<file path="src/rtl/cache_pkg.sv">
// Shared types for the cache line-state store.
//   flush_state_e : flush engine states
//   line_state_t  : per-line metadata {valid, dirty}
//   idx_width()   : index width for a count, never below 1 bit
package cache_pkg;

   typedef enum logic [1:0] {
      FL_IDLE = 2'd0,
      FL_SCAN = 2'd1,
      FL_WB   = 2'd2,
      FL_DONE = 2'd3
   } flush_state_e;

   typedef struct packed {
      logic valid;
      logic dirty;
   } line_state_t;

   function automatic int unsigned idx_width(input int unsigned n);
      return (n > 1) ? $clog2(n) : 1;
   endfunction

endpackage

</file>
<file path="src/rtl/line_state_array_flush_sequencer.sv">
// Flush engine: walks every line in {set, way} order (way in the low bits),
// requests a write-back for each valid+dirty line and optionally invalidates.
//
// state   | meaning
// --------+------------------------------------------------------------
// FL_IDLE | waiting for flush_req_i; access port owns the array
// FL_SCAN | examining the line at the current index, one per cycle
// FL_WB   | wb_valid_o high for the current index until wb_ready_i
// FL_DONE | flush_done_o pulse, back to idle next cycle
//
// Ports:
//   flush_req_i/flush_invalidate_i : start request and captured mode
//   line_valid_i/line_dirty_i      : metadata of the line at idx_set_o/idx_way_o
//   clr_valid_o/clr_dirty_o        : clear strobes for that line
//   wb_valid_o/wb_ready_i          : write-back handshake (address = idx_*_o)
//   flush_busy_o/flush_done_o      : status
module flush_sequencer
   import cache_pkg::*;
#(
   parameter int unsigned NUM_SETS = 16,
   parameter int unsigned NUM_WAYS = 2,
   parameter int unsigned SET_W    = idx_width(NUM_SETS),
   parameter int unsigned WAY_W    = idx_width(NUM_WAYS)
) (
   input  logic             clk,
   input  logic             rst_n,
   input  logic             flush_req_i,
   input  logic             flush_invalidate_i,
   input  logic             line_valid_i,
   input  logic             line_dirty_i,
   input  logic             wb_ready_i,
   output logic [SET_W-1:0] idx_set_o,
   output logic [WAY_W-1:0] idx_way_o,
   output logic             clr_valid_o,
   output logic             clr_dirty_o,
   output logic             wb_valid_o,
   output logic             flush_busy_o,
   output logic             flush_done_o
);

   localparam logic [SET_W-1:0] LAST_SET = SET_W'(NUM_SETS - 1);
   localparam logic [WAY_W-1:0] LAST_WAY = WAY_W'(NUM_WAYS - 1);

   flush_state_e     state_q, state_d;
   logic [SET_W-1:0] set_q, set_d;
   logic [WAY_W-1:0] way_q, way_d;
   logic             inv_q, inv_d;
   logic             advance;

   always_ff @(posedge clk or negedge rst_n) begin
      if (!rst_n) begin
         state_q <= FL_IDLE;
         set_q   <= '0;
         way_q   <= '0;
         inv_q   <= 1'b0;
      end else begin
         state_q <= state_d;
         set_q   <= set_d;
         way_q   <= way_d;
         inv_q   <= inv_d;
      end
   end

   always_comb begin
      state_d      = state_q;
      set_d        = set_q;
      way_d        = way_q;
      inv_d        = inv_q;
      advance      = 1'b0;
      clr_valid_o  = 1'b0;
      clr_dirty_o  = 1'b0;
      wb_valid_o   = 1'b0;
      flush_done_o = 1'b0;

      case (state_q)
         FL_IDLE: begin
            if (flush_req_i) begin
               inv_d   = flush_invalidate_i;
               set_d   = '0;
               way_d   = '0;
               state_d = FL_SCAN;
            end
         end
         FL_SCAN: begin
            if (line_valid_i && line_dirty_i) begin
               state_d = FL_WB;
            end else begin
               clr_valid_o = inv_q;
               advance     = 1'b1;
            end
         end
         FL_WB: begin
            wb_valid_o = 1'b1;
            if (wb_ready_i) begin
               clr_dirty_o = 1'b1;
               clr_valid_o = inv_q;
               advance     = 1'b1;
               state_d     = FL_SCAN;
            end
         end
         FL_DONE: begin
            flush_done_o = 1'b1;
            state_d      = FL_IDLE;
         end
         default: state_d = FL_IDLE;
      endcase

      // Way is stepped separately so an unused way bit (NUM_WAYS = 1) stays 0;
      // the last line is found by compare, never by counter overflow.
      if (advance) begin
         if (set_q == LAST_SET && way_q == LAST_WAY) begin
            state_d = FL_DONE;
         end else if (way_q == LAST_WAY) begin
            way_d = '0;
            set_d = set_q + 1'b1;
         end else begin
            way_d = way_q + 1'b1;
         end
      end
   end

   assign idx_set_o    = set_q;
   assign idx_way_o    = way_q;
   assign flush_busy_o = (state_q != FL_IDLE);

endmodule

</file>
<file path="src/rtl/line_state_array.sv">
// Per-set, per-way valid/dirty store for the set-associative data cache,
// with a flush engine that hands dirty lines to the write-back unit.
//
// Ports:
//   access_set/access_way + set_valid/clear_valid/set_dirty/clear_dirty :
//       single-line update port, ignored while flush_busy
//   sel_valid/sel_dirty, set_valid_mask/set_dirty_mask : combinational reads
//   flush_req/flush_invalidate, flush_busy/flush_done  : flush control
//   wb_valid/wb_set/wb_way/wb_ready                    : write-back handshake
module line_state_array
   import cache_pkg::*;
#(
   parameter int unsigned NUM_SETS = 16,
   parameter int unsigned NUM_WAYS = 2,
   localparam int unsigned SET_W   = idx_width(NUM_SETS),
   localparam int unsigned WAY_W   = idx_width(NUM_WAYS)
) (
   input  logic                clk,
   input  logic                rst_n,
   input  logic [SET_W-1:0]    access_set,
   input  logic [WAY_W-1:0]    access_way,
   input  logic                set_valid,
   input  logic                clear_valid,
   input  logic                set_dirty,
   input  logic                clear_dirty,
   output logic                sel_valid,
   output logic                sel_dirty,
   output logic [NUM_WAYS-1:0] set_valid_mask,
   output logic [NUM_WAYS-1:0] set_dirty_mask,
   input  logic                flush_req,
   input  logic                flush_invalidate,
   output logic                flush_busy,
   output logic                flush_done,
   output logic                wb_valid,
   output logic [SET_W-1:0]    wb_set,
   output logic [WAY_W-1:0]    wb_way,
   input  logic                wb_ready
);

   line_state_t      lines_q [NUM_SETS][NUM_WAYS];
   line_state_t      lines_d [NUM_SETS][NUM_WAYS];
   logic [SET_W-1:0] acc_set;
   logic [WAY_W-1:0] acc_way;
   logic [SET_W-1:0] seq_set;
   logic [WAY_W-1:0] seq_way;
   logic             seq_clr_valid;
   logic             seq_clr_dirty;

   // Degenerate single-set / single-way configs still carry a 1-bit index.
   assign acc_set = (NUM_SETS > 1) ? access_set : '0;
   assign acc_way = (NUM_WAYS > 1) ? access_way : '0;

   flush_sequencer #(
      .NUM_SETS (NUM_SETS),
      .NUM_WAYS (NUM_WAYS),
      .SET_W    (SET_W),
      .WAY_W    (WAY_W)
   ) u_flush_sequencer (
      .clk                (clk),
      .rst_n              (rst_n),
      .flush_req_i        (flush_req),
      .flush_invalidate_i (flush_invalidate),
      .line_valid_i       (lines_q[seq_set][seq_way].valid),
      .line_dirty_i       (lines_q[seq_set][seq_way].dirty),
      .wb_ready_i         (wb_ready),
      .idx_set_o          (seq_set),
      .idx_way_o          (seq_way),
      .clr_valid_o        (seq_clr_valid),
      .clr_dirty_o        (seq_clr_dirty),
      .wb_valid_o         (wb_valid),
      .flush_busy_o       (flush_busy),
      .flush_done_o       (flush_done)
   );

   assign wb_set = seq_set;
   assign wb_way = seq_way;

   always_comb begin
      lines_d = lines_q;
      // Access port and flush engine never act in the same cycle: the port
      // is locked out whenever the engine is out of idle.
      if (!flush_busy) begin
         if (clear_valid) begin
            lines_d[acc_set][acc_way] = '0;
         end else begin
            if (set_valid || set_dirty) lines_d[acc_set][acc_way].valid = 1'b1;
            if (clear_dirty)            lines_d[acc_set][acc_way].dirty = 1'b0;
            else if (set_dirty)         lines_d[acc_set][acc_way].dirty = 1'b1;
         end
      end
      if (seq_clr_valid) lines_d[seq_set][seq_way]       = '0;
      if (seq_clr_dirty) lines_d[seq_set][seq_way].dirty = 1'b0;
   end

   always_ff @(posedge clk or negedge rst_n) begin
      if (!rst_n) lines_q <= '{default: '0};
      else        lines_q <= lines_d;
   end

   assign sel_valid = lines_q[acc_set][acc_way].valid;
   assign sel_dirty = lines_q[acc_set][acc_way].dirty;

   always_comb begin
      set_valid_mask = '0;
      set_dirty_mask = '0;
      for (int w = 0; w < NUM_WAYS; w++) begin
         set_valid_mask[w] = lines_q[acc_set][w].valid;
         set_dirty_mask[w] = lines_q[acc_set][w].dirty;
      end
   end

endmodule

</file>
<file path="config.mk">
export PLATFORM = sky130hd
export DESIGN_NAME = line_state_array
export DESIGN_NICKNAME = d
export VERILOG_FILES = /design/src/rtl/cache_pkg.sv /design/src/rtl/line_state_array_flush_sequencer.sv /design/src/rtl/line_state_array.sv
export SDC_FILE = /design/constraint.sdc
export NUM_CORES = 1
export LEC_CHECK = 0
export ABC_CLOCK_PERIOD_IN_PS = 3900
export BUFFER_PORTS_ARGS = -buffer_cell sky130_fd_sc_hd__buf_4
export CORE_ASPECT_RATIO = 1.25
export CORE_MARGIN = 3
export CORE_UTILIZATION = 60
export CTS_BUF_LIST = sky130_fd_sc_hd__clkbuf_4
export CTS_CLUSTER_DIAMETER = 80
export DETAILED_ROUTE_END_ITERATION = 8
export GPL_TIMING_DRIVEN = 0
export PLACE_DENSITY = 0.79
export RECOVER_POWER = 100
export SYNTH_ARGS = -nofsm -noshare
export SYNTH_HDL_FRONTEND = slang
export SYNTH_SLANG_ARGS = --single-unit
</file>
<file path="constraint.sdc">
create_clock -name clk -period 3.9 [get_ports clk]
set_input_delay 0.585 -clock clk [delete_from_list [all_inputs] [get_ports clk]]
set_output_delay 0.585 -clock clk [all_outputs]
set_load 0.02 [all_outputs]
</file>
After elaboration in Yosys (flattened, before gate mapping). Index checks and enable logic that the tools add are counted.

Memories: 0. Bits in latches: 0. Flip-flop bits (word level): 72. Input bits: 14. Bits in read-only memories: 0. RAM bits: 0. Output and inout bits: 14. Logic and storage cells: 170.

Reduce and logical (&&, ||, !) cells: 10. Shift operators: 0. Mux-type cells: 70. Add/subtract/negate cells: 2. Multipliers: 0. Eq/ne operators: 4. Bitwise logic cells: 8. Divide/modulo/power cells: 0. Magnitude comparators: 8.

Operator list (number): $mux 64 (9); $bwmux 64 (4); $and 64x64->64 (2); $not 64->64 (2); $demux 4 s4 (5); $mux 4 (14); $bmux 4 s4 (2); $mux 2 (14); $mux 1 (14); $demux 2 s1 (5); $ge 5x5->1 const B (2); $lt 5x1->1 const B (2); $not 4->5 (2); $pmux 2 s4 (1); $logic_and 1x1->1 (6); $add 4x1->4 const B (1); $eq 2x2->1 const B (2); $eq 4x4->1 const B (1); $ge 2x2->1 const B (2); $lt 2x1->1 const B (2); $not 1->2 (2); $pmux 1 s2 (2); $eq 2x1->1 const B (1); $logic_not 2->1 (1); 4 further kinds (4).

Depth between registers and ports, before layout.
Word-level depth: 20. Gate-level depth with buffers: 10.

By module. From an unflattened synthesis, not the netlist that was laid out.

Cell total of the unflattened synthesis: 462. Area total of the unflattened synthesis: 4727.0 sq um.

Modules (own cells, without submodules): line_state_array (sequential area each 1601.5 sq um, times used 1, cells an instance 412, area each 4192.8 sq um); flush_sequencer (sequential area each 200.2 sq um, times used 1, cells an instance 50, area each 534.3 sq um).

Worst setup path after synthesis. No wires, ideal clock.

Path type: input to output. Start point: input access_set[0]. End point: output sel_dirty. Slack: 0.822 ns. Stages: 5. Data arrival time: 2.493 ns. Cell sequence: buf_2 > buf_1 > mux4_2 > mux4_2 > mux2_2.

Longest elaborated chain between the ends: 7.

Ends and longest elaborated chain: start, declared (RTL line line_state_array.sv:20) `input logic [SET_W-1:0] access_set,`; $not 4->5; $bmux 4 s4; $mux 4 (2 in series); net set_dirty_mask[0] (RTL line line_state_array.sv:29) `output logic [NUM_WAYS-1:0] set_dirty_mask,`; $mux 2 (2 in series); $mux 2 (not written as such) (RTL line line_state_array.sv:101) `assign sel_dirty = lines_q[acc_set][acc_way].dirty;`; end, declared (RTL line line_state_array.sv:27) `output logic sel_dirty,`.

The timed path passes the listed nets, and every way through them passes these cells. The select of a mux whose other input is x is not followed.

Worst setup path after layout.
Start point: input access_set[0]. End point: output sel_dirty.

Longest elaborated chain between the ends: 7.

Ends and longest elaborated chain (RTL line): $not 4->5 (not written as such) (line_state_array.sv:101); $bmux 4 s4 (line_state_array.sv:101); $mux 4 (not written as such) (2 in series) (line_state_array.sv:101); $mux 2 (2 in series); $mux 2 (not written as such) (line_state_array.sv:101).

No other way between the ends. The select of a mux whose other input is x is not followed.

==> flow_summary.yaml <==
status:
  status: "finished, violations left"
  failed_checks: "max-capacitance violations, max-slew violations"
cells_and_area:
  fin_util: 0.6791
  drive_gt1_frac: 0.1644
  layout_commonest_cell: "dfrtp_1"
  fin_cells: 609
  syn_to_final_growth_pct: 7.139
  diodes: 0
  layout_common_cells: "dfrtp_1 (72), a21oi_1 (65), a221oi_1 (61), nor2_1 (46), nand2_1 (39)"
  fin_area_um2: 5145
  final_nets: 535
cts:
  cts.clk_slew.worst_paths_ps: 130
  cts-buffers-inserted: 9
  cts_tree: "built"
  postCtsSetupRepairBufs: 0
  clock_latency_ps: 460
  ctsLongestPathBuffers: 2
  cts_sinks: 72
  postCtsHoldBufs: 0
  h-tree-depth: 3
  cts-root-buf: "clkbuf_4"
  cts_resized: 0
grt:
  grt_max_degree: 73
  grt_pass1_vias: 4501
  antenna_found_initial: 0
  grt_pass1_wl_um: 24570
  track_usage: 0.3554
  grt_overflow_total: 0
detailed_routing:
  drt_wl_total_um: 15680
  avgViaCountPerCell: 7.578
  dr.first_iter.drc_count: 665
  routedWlPerCell_um: 25.74
  drcViolationCount: 0
  ant_nets: 0
  first_pass_iters: 6
  via_count: 4615
floorplanning:
  num_rows: 35
  die_y_um: 106.0
  io_pins: 28
  core_area_um2: 7576
  initial_core_util: 0.6339
  die_area_um2: 9119
  die_x_um: 86.02
worst_setup_path:
  cpLargestDelayFamily: "multiplexers"
  cpMostUsedCell: "clkbuf_1"
  slowest_delay_ps: 620
  worst_setup_path_end_kind: "output pin"
  path_cells: "clkbuf_1 > clkbuf_1 > mux4_2 > mux4_2 > mux2_2 > clkbuf_1"
  critPathArrivalTime_ps: 2980
  crit_fanout: 10
  cp.required_ps: 3310
  cp-start-kind: "input pin"
  cp_slowest_cell: "mux4_2"
  criticalPathCategory: "in -> out"
  cp_num_buf_inv: 3
synthesis:
  synthArstFlopShare: 1.000
  yosysUniqueCellTypes: 66
  netlist_instances: 476
  avgSynthCellArea_um2: 10.09
  synth_ff_type: "dfrtp_1"
  synth_top_cell_by_area: "dfrtp_1"
  yosysWarnings: 0
  synth_top_area_share: 0.3752
  seq_area_frac_synth: 0.3752
  synth_edf_count: 0
  syn_area_um2: 4802
  ys_seq_elements: 72
  synth_area_leaders: "dfrtp_1 (38%), mux4_2 (9.8%), a221oi_1 (9.3%)"
  synth_nets: 499
placed_design:
  numPortBuffers: 25
  dp_cells: 593
  dp_slack_ps: 506.3
  dp_hpwl_um: 11240
  dpl-instance-area_um2: 5105
  routabilityCongestion: 1.006
sta:
  fmax_mhz: 280.6
  fin_skew_ps: 20.48
  relSlewSlack: -0.2025
  setup_viol: 0
  fin_setup_tns_ps: 0
  rsz0062_at_grt: "no"
  hold_violations: 0
  period_share: 0.9137
  tightest_slew_ps: 1804
  slew_viol_final: 73
  finalCriticalPeriod_ps: 3563
  worst_slack_ps: 336.6
hold_path:
  holdCritPathClass: "in -> reg"
power:
  peakVddDrop_uv: 446.3
  powerDensity_nw_per_um2: 651.3
  p_leak_nw: 2.070
flow_run:
  max_cap_violations: 1
## cells in the mapped netlist, types with 2 or more instances
| library cell | number |
|---|---|
| a221oi_2 | 10 |
| dlygate4sd3_1 | 4 |
| nand4_1 | 3 |
| buf_4 | 2 |
| o21ai_0 | 7 |
| clkbuf_1 | 17 |
| nand2_1 | 39 |
| o211ai_1 | 3 |
| mux2_2 | 3 |
| nor2_1 | 45 |
| a211oi_1 | 2 |
| buf_2 | 7 |
| and2_1 | 12 |
| o22ai_1 | 2 |
| dfrtp_1 | 72 |
| or2_2 | 3 |
| mux2i_1 | 2 |
| o311ai_0 | 2 |
| and2_2 | 3 |
| mux4_2 | 21 |
| a21oi_1 | 64 |
| ha_1 | 9 |
| a221oi_1 | 51 |
| and3_1 | 8 |
| nand3_1 | 10 |
| nand2b_1 | 4 |
| buf_6 | 3 |
| buf_1 | 4 |
| nand3b_1 | 11 |
| o2111ai_1 | 2 |
| and2b_1 | 2 |
| a2111oi_2 | 2 |
| inv_1 | 6 |
| nor3_1 | 3 |
| a31oi_1 | 2 |
| nor3b_1 | 2 |
| or3b_2 | 3 |
| a32o_1 | 2 |
| and3b_1 | 2 |
## worst paths after layout
| check | to | cells after the start | from | slack [ps] |
|---|---|---|---|---|
| worst max-delay path | sel_dirty | 6 | access_set[0] | 340 |
| worst min-delay path | u_flush_sequencer.inv_q | 2 | flush_invalidate | 360 |
| worst max register to register | lines_q[23] | 9 | u_flush_sequencer.idx_set_o[1] | 460 |
| worst min register to register | u_flush_sequencer.inv_q | 1 | u_flush_sequencer.inv_q | 610 |
| max in group asynchronous | lines_q[21] | 1 | rst_n | 2230 |
| min in group asynchronous | lines_q[43] | 1 | rst_n | 600 |
## kinds of logic after synthesis
kind of cell               after synthesis  synth area share
and+or+nand+nor                        162            0.1808
AOI/OAI and AO/OA                      160            0.2512
DFF                                     72            0.3752
buffers and inverters                   46           0.05419
muxes                                   27            0.1152
adders and majority gates                9           0.02345
## power breakdown
group          total [mW]  switching (mW)  internal [mW]
sequential           1.29           0.270           1.02
combinational        1.42           0.860          0.561
clock               0.642           0.306          0.336
## per-layer routing
layer,track usage,vias up,part of all wire
li1,-,1925,-
met1,0.4610,2201,0.37
met2,0.5513,392,0.46
met3,0.06744,97,0.11
met4,0.2059,0,0.065
met5,0,-,0
## registers in the layout, summed over array words and instances (netlist names)
signal,count
lines_q,64
u_flush_sequencer.idx_set_o,4
u_flush_sequencer.state_q,2
u_flush_sequencer.idx_way_o,1
u_flush_sequencer.inv_q,1
## through the flow
stage / power, mW / hold WS (ps)
5_1_grt: 3.491 / 376.1
6_report: 3.351 / 357.5
2_1_floorplan: 2.229 / 289.4
4_1_cts: 3.364 / 298.1
3_5_place_dp: 2.738 / 581.6
3_3_place_gp: 2.683 / 564.2
## area by class of cell
cell class / count / area, um^2
sequential: 72 / 1802
clock inverter: 6 / 115.1
inverter: 7 / 26.28
clock buffer: 10 / 75.07
buffer: 39 / 222.7
tap: 92 / 115.1
multi-input combinational: 358 / 2645
timing repair buffer: 25 / 143.9
fill: 630 / 2431
(Power assumes the default switching activity.)
